## src/rtl/modulo_controle_ula.sv

```systemverilog
// Registered ALU control unit: decodes one instruction word per handshake into ALU op,
// shift amount and immediate-select. Define CONTROLE_ULA_MULDIV_EN to decode MUL/DIV as multicycle ops.
module modulo_controle_ula #(
   parameter int unsigned MULDIV_LAT = 4
) (
   input  logic        clock,
   input  logic        reset,
   input  logic        in_valid,
   output logic        in_ready,
   input  logic [31:0] instrucao,
   output logic        out_valid,
   input  logic        out_ready,
   output logic [3:0]  control_alu,
   output logic [4:0]  shamt,
   output logic        usa_imediato,
   output logic        ilegal
);

   localparam int unsigned CNT_W = 4;
   localparam logic [CNT_W-1:0] CNT_LOAD = CNT_W'((MULDIV_LAT > 0) ? (MULDIV_LAT - 1) : 0);
   localparam logic USA_ESPERA = (MULDIV_LAT != 0);

   typedef enum logic [1:0] {
      OCIOSO = 2'd0,
      ESPERA = 2'd1,
      PRONTO = 2'd2
   } estado_t;

   estado_t          estado, prox_estado;
   logic [CNT_W-1:0] contador;
   logic             aceita;

   logic [5:0] opcode, funct;
   logic [3:0] dec_alu;
   logic [4:0] dec_shamt;
   logic       dec_imediato;
   logic       dec_ilegal;
   logic       dec_muldiv;

   assign opcode = instrucao[31:26];
   assign funct  = instrucao[5:0];

   // Instruction decode; anything unrecognised falls through to the illegal defaults
   always_comb begin
      dec_alu      = 4'b0000;
      dec_shamt    = 5'd0;
      dec_imediato = 1'b0;
      dec_ilegal   = 1'b0;
      dec_muldiv   = 1'b0;
      case (opcode)
         6'h00: begin
            case (funct)
               6'h24: dec_alu = 4'b0000;
               6'h25: dec_alu = 4'b0001;
               6'h20: dec_alu = 4'b0010;
               6'h26: dec_alu = 4'b0011;
               6'h22: dec_alu = 4'b0110;
               6'h2A: dec_alu = 4'b0111;
               6'h27: dec_alu = 4'b1100;
               6'h02: begin
                  dec_alu   = 4'b1101;
                  dec_shamt = instrucao[10:6];
               end
               6'h00: begin
                  dec_alu   = 4'b1111;
                  dec_shamt = instrucao[10:6];
               end
`ifdef CONTROLE_ULA_MULDIV_EN
               6'h18: begin
                  dec_alu    = 4'b1000;
                  dec_muldiv = 1'b1;
               end
               6'h1A: begin
                  dec_alu    = 4'b1001;
                  dec_muldiv = 1'b1;
               end
`endif
               default: dec_ilegal = 1'b1;
            endcase
         end
         6'h08, 6'h23, 6'h2B: begin
            dec_alu      = 4'b0010;
            dec_imediato = 1'b1;
         end
         6'h0C: begin
            dec_alu      = 4'b0000;
            dec_imediato = 1'b1;
         end
         6'h0D: begin
            dec_alu      = 4'b0001;
            dec_imediato = 1'b1;
         end
         6'h0E: begin
            dec_alu      = 4'b0011;
            dec_imediato = 1'b1;
         end
         6'h0A: begin
            dec_alu      = 4'b0111;
            dec_imediato = 1'b1;
         end
         6'h04, 6'h05: dec_alu = 4'b0110;
         default: dec_ilegal = 1'b1;
      endcase
   end

   assign aceita = in_valid && in_ready;

   // State register
   always_ff @(posedge clock or posedge reset) begin
      if (reset) estado <= OCIOSO;
      else       estado <= prox_estado;
   end

   // Next-state logic
   always_comb begin
      prox_estado = estado;
      case (estado)
         OCIOSO: begin
            if (aceita) prox_estado = (dec_muldiv && USA_ESPERA) ? ESPERA : PRONTO;
         end
         ESPERA: begin
            if (contador == '0) prox_estado = PRONTO;
         end
         PRONTO: begin
            if (out_ready) begin
               if (aceita) prox_estado = (dec_muldiv && USA_ESPERA) ? ESPERA : PRONTO;
               else        prox_estado = OCIOSO;
            end
         end
         default: prox_estado = OCIOSO;
      endcase
   end

   // Handshake outputs follow the state directly
   always_comb begin
      in_ready  = 1'b0;
      out_valid = 1'b0;
      if (!reset && (estado == OCIOSO || (estado == PRONTO && out_ready))) in_ready = 1'b1;
      if (estado == PRONTO) out_valid = 1'b1;
   end

   // Control registers load only on accept, so they stay put through ESPERA and back-pressure
   always_ff @(posedge clock or posedge reset) begin
      if (reset) begin
         control_alu  <= 4'b0000;
         shamt        <= 5'd0;
         usa_imediato <= 1'b0;
         ilegal       <= 1'b0;
      end else if (aceita) begin
         control_alu  <= dec_alu;
         shamt        <= dec_shamt;
         usa_imediato <= dec_imediato;
         ilegal       <= dec_ilegal;
      end
   end

   // Multicycle hold counter
   always_ff @(posedge clock or posedge reset) begin
      if (reset) begin
         contador <= '0;
      end else if (aceita && dec_muldiv && USA_ESPERA) begin
         contador <= CNT_LOAD;
      end else if (estado == ESPERA && contador != '0) begin
         contador <= contador - CNT_W'(1);
      end
   end

endmodule

```

## config.mk

```make
export PLATFORM = sky130hd
export DESIGN_NAME = modulo_controle_ula
export DESIGN_NICKNAME = d
export VERILOG_FILES = /design/src/rtl/modulo_controle_ula.sv
export SDC_FILE = /design/constraint.sdc
export NUM_CORES = 1
export LEC_CHECK = 0
export BUFFER_PORTS_ARGS = -buffer_cell sky130_fd_sc_hd__buf_2
export CAP_MARGIN = 20
export CORE_MARGIN = 2
export CORE_UTILIZATION = 44
export CTS_BUF_LIST = sky130_fd_sc_hd__clkbuf_2
export DETAILED_ROUTE_END_ITERATION = 16
export MAX_ROUTING_LAYER = met4
export PLACE_DENSITY_LB_ADDON = 0.15
export SYNTH_ARGS = -nofsm -noshare
export SYNTH_HDL_FRONTEND = slang
export SYNTH_SLANG_ARGS = --single-unit
```

## constraint.sdc

```tcl
create_clock -name clock -period 1.55 [get_ports clock]
set_clock_uncertainty 0.1 [all_clocks]
set_input_delay 0.31 -clock clock [delete_from_list [all_inputs] [get_ports clock]]
set_output_delay 0.31 -clock clock [all_outputs]
set_load 0.1 [all_outputs]
```

======== Yosys cells after proc, flatten, opt, wreduce, memory -nomap -nowiden ========
Cells that the tools add are included.
storage, ports and cells
  flip-flop bits (word level) ............. 17
  input port bits ......................... 36
  output and inout bits ................... 13
  logic and storage cells ................. 61
operators by class
  $add $sub $neg .......................... 1
  eq/ne operators ......................... 22
  multiplexer cells ....................... 14
  reduce and logical (&&, ||, !) cells .... 18
operator list
  cell                   count
  $eq A6 B6 Y1 const B   9
  $pmux W4 S8            1
  $eq A6 B4 Y1 const B   5
  $pmux W4 S6            1
  $reduce_or A9 Y1       2
  $eq A6 B3 Y1 const B   2
  $logic_not A6 Y1       2
  $mux W5                2
  $mux W2                4
  $reduce_or A7 Y1       1
  $eq A6 B2 Y1 const B   1
  $ne A2 B2 Y1 const B   3
  $pmux W2 S3            1
  $logic_and A1 B1 Y1    4
  $logic_not A4 Y1       1
  $mux W1                4
  $reduce_bool A4 Y1     1
  $reduce_or A2 Y1       2
  $sub A4 B1 Y4 const B  1
  $reduce_and A3 Y1      1
  $reduce_or A3 Y1       1
  $eq A2 B1 Y1 const B   1
  $eq A2 B2 Y1 const B   1
  $logic_not A2 Y1       1
  other kinds (3)        3

======== Depth between registers and ports, before layout ========
  word-level depth ........................ 9
  mapped depth ............................ 5
  mapped depth without buffers ............ 4

======== Worst setup path after synthesis ========
Ideal clock, no wire load.
  path kind ............................... reg2out
  from .................................... register estado[1]
  to ...................................... output port in_ready
  arrival ................................. 1.762 ns
  data required time ...................... 1.140 ns
  slack ................................... -0.622 ns
  cell stages (with the launch flop) ...... 3
  buffers on the path ..................... 0
  cells stage by stage .................... dfrtp_1 -> nand2b_1 -> and2_1
between the ends
  word-level cells in the longest chain between the ends .. 5
  elaborated cells between the ends (all ways) .. 6
  classes of those cells .................. 1 x eq/ne; 1 x mux; 4 x reduce/logical
ends and longest elaborated chain
  element                   line  source
  start: declaration        29    estado_t estado, prox_estado;
  start signal: assignment  111   else estado <= prox_estado;
  $eq A2 B2 Y1              138   if (!reset && (estado == OCIOSO || (estado == PRONTO && out_ready))) in_ready = 1'b1;
  $logic_and A1 B1 Y1       138
  $logic_or A1 B1 Y1 (*)    138
  $logic_and A1 B1 Y1 (*)   138
  $mux W1 (*)               138
  end: declaration          9     output logic in_ready,
Every way passes the cells marked *; elsewhere a longest branch is shown, timed or not.

======== Worst setup path in the final report ========
Ends and elaborated chain as after synthesis.

==> impl_metrics.csv <==
group,metric,value,unit
run_status,outcome,"finished with violations",
run_status,violations,"setup timing",
synth,synth_area,836,um2
global_routing,grt-ovfl-total,0,
setup_path,crit_fanout,4,
synth,syn_nets,123,
clock_tree,cts_sinks,12,
cells_and_area,drive_gt1_frac,0.478,
die,die_h,47.6,um
synth,synthFlopType,"dfrtp_1",
synth,synth_edf_count,0,
sta,worstMarginPinSlew,0.470,ns
synth,ys_async_sr_fraction,1.00,
clock_tree,htreeDepth,1,
detailed_routing,wl,2180,um
clock_tree,path_clk_slew,0.13,ns
place,dp.cells,158,
place,pre_cts_ws,-0.154,ns
sta,rsz0062_at_grt,"true",
cells_and_area,design_area,1210,um2
synth,ys_seq_area_frac,0.359,
clock_tree,cts_buffers,3,
detailed_routing,detail_route.vias_per_cell,5.52,
clock_tree,cts_setup_buffers,0,
place,io_buffer_count,33,
clock_tree,cts_max_path_buffers,2,
global_routing,grt_usage,0.217,
place,gp_congestion,0.860,
setup_path,cp_data_required_time,1.14,ns
power,peakVddDrop,0.631,mV
setup_path,start_kind,"register",
die,core,1760,um2
power,power_frac_seq,0.392,
cells_and_area,layout_commonest_cell,"buf_2",
power,p_clk_frac,0.196,
cells_and_area,area.growth.synth_to_final,44.6,%
cells_and_area,antenna_cells,0,
synth,synth.avg_cell_area,9.61,um2
global_routing,grt_pass1_wl,3390,um
power,power.density,724,nW/um2
global_routing,grt_pass1_vias,768,
clock_tree,clk_latency,0.26,ns
power,combPwrFrac,0.412,
cells_and_area,fill_cells,166,
detailed_routing,drtAntennaViolNets,0,
power,swShare,0.418,
job,maxCapViolCount,0,
sta,maxSlewViolCount,0,
global_routing,antenna_found_initial,0,
detailed_routing,drt_iter0_markers,25,
setup_path,worstSetupPathType,"reg -> out",
sta,relSlewSlack,0.679,
clock_tree,cts_root_buf,"clkbuf_2",
synth,yosys.cell_types.count,42,
die,die-area,2260,um2
sta,worst_slack,-0.0577,ns
place,dp_hpwl,1730,um
sta,hold_viol,0,
cells_and_area,final_cell_mix,"buf_2 (30), buf_4 (19), dfrtp_1 (11)",
die,initial_core_util,0.474,
sta,timing.hold.ws,0.153,ns
synth,yosysWarnings,0,
synth,ys_seq_elements,12,
cells_and_area,fin_nets,175,
clock_tree,cts_tree,"built",
power,p_int,509,uW
power,p_leak,0.000609,uW
detailed_routing,remaining_drc_errors,0,
cells_and_area,instances_no_fill,163,
detailed_routing,num_vias,900,
setup_path,cp.arrival,1.20,ns
sta,setup_viol,1,
hold_path,holdCritPathClass,"in -> reg",
sta,fin_crit,1.61,ns
power,p_sw,366,uW
die,num_rows,15,
setup_path,cp-end-kind,"primary output",
die,die_w,47.6,um
die,io_pins,49,
detailed_routing,avgRoutedWirePerCell,13.4,um
synth,synthCells,87,
sta,finalCritPeriodShare,1.04,
detailed_routing,drt_first_pass_iters,4,
cells_and_area,post-route-util,0.685,
global_routing,grt_start_max_net_pins,13,
place,placed_area,1180,um2
sta,fmax,0.622,GHz
## layer usage
layer  wire length [um]  vias up  GRT usage  share of wire
met4                  4        0     0.0649         0.0018
met2               1050       27      0.330           0.48
li1                   -      438          -              -
met5                  0        -          -              0
met3                123        2     0.0226          0.056
met1               1000      433      0.305           0.46
## metrics by stage
| stage | TNS (ns) | power [uW] |
|---|---|---|
| after floorplan | -0.0382 | 590 |
| after global placement | -0.157 | 702 |
| after detailed placement | -0.233 | 706 |
| after CTS | -0.0658 | 875 |
| after global routing | -0.187 | 911 |
| final | -0.0577 | 875 |
## state kept, by name, summed over array words and instances, names as in the netlist
signal and count:
shamt 5, usa_imediato 1, control_alu 4, estado 1
ilegal 1
## kinds of logic (layout without fill, tap and decap cells)
kind of cell | count (synthesis) | count (layout) | share of synthesized area
and+or+nand+nor | 35 | 35 | 0.269
AOI/OAI and AO/OA | 26 | 26 | 0.249
DFF | 12 | 12 | 0.359
buffers and inverters | 10 | 61 | 0.0733
muxes | 3 | 3 | 0.0389
xor gates and xnor gates | 1 | 1 | 0.0105
## final timing paths
path                                             from                         end  slack [ns]  depth (start not counted)
max reg2reg                     estado[1]$_DFFE_PP0P_  control_alu[2]$_DFFE_PP0P_        0.03                          4
max                             estado[1]$_DFFE_PP0P_                    in_ready       -0.06                          3
min                                      instrucao[6]        shamt[0]$_DFFE_PP0P_        0.15                          2
min in group asynchronous                       reset  control_alu[1]$_DFFE_PP0P_        0.53                          4
min reg2reg                control_alu[3]$_DFFE_PP0P_  control_alu[3]$_DFFE_PP0P_        0.40                          2
max in group asynchronous                       reset       estado[1]$_DFFE_PP0P_        0.64                          4
## synthesized netlist by cell type (3+ instances only)
cell	instances	share of area
a22o_1	6	0.063
a31oi_1	3	0.022
dfrtp_1	12	0.36
inv_1	4	0.018
nand2_1	6	0.027
nand2b_1	3	0.022
nand4b_1	4	0.042
nor2_1	6	0.027
nor3_1	3	0.018
## what timing repair did
action	4_1_cts	5_1_grt
hold endpoints to repair	5	0
gates cloned	0	0
resized for setup	0	1
hold buffers	1	0
setup endpoints to repair	1	3
## worst max-delay path, stage by stage (launching register included)
cell and delay (ns):
dfrtp_4 0.53, nand2b_4 0.09, and2_4 0.15, buf_12 0.16
## power by group through the flow
stage               Combinational [uW]  Sequential (uW)  Clock (uW)
floorplan                          116              473           0
global placement                   353              348           0
detailed placement                 357              349           0
CTS                                360              343         171
global route                       379              344         188
finish                             360              342         172
## area by class of cell
cell class,count,area [um2],share of cell area
Clock inverter,1,3.75,0.00311
Timing Repair Buffer,53,350,0.290
Tap cell,25,31.3,0.0259
Multi-Input combinational cell,65,489,0.405
Inverter,4,15.0,0.0124
Clock buffer,3,15.0,0.0124
Sequential cell,12,304,0.252
Power figures use the tool's default switching activity.
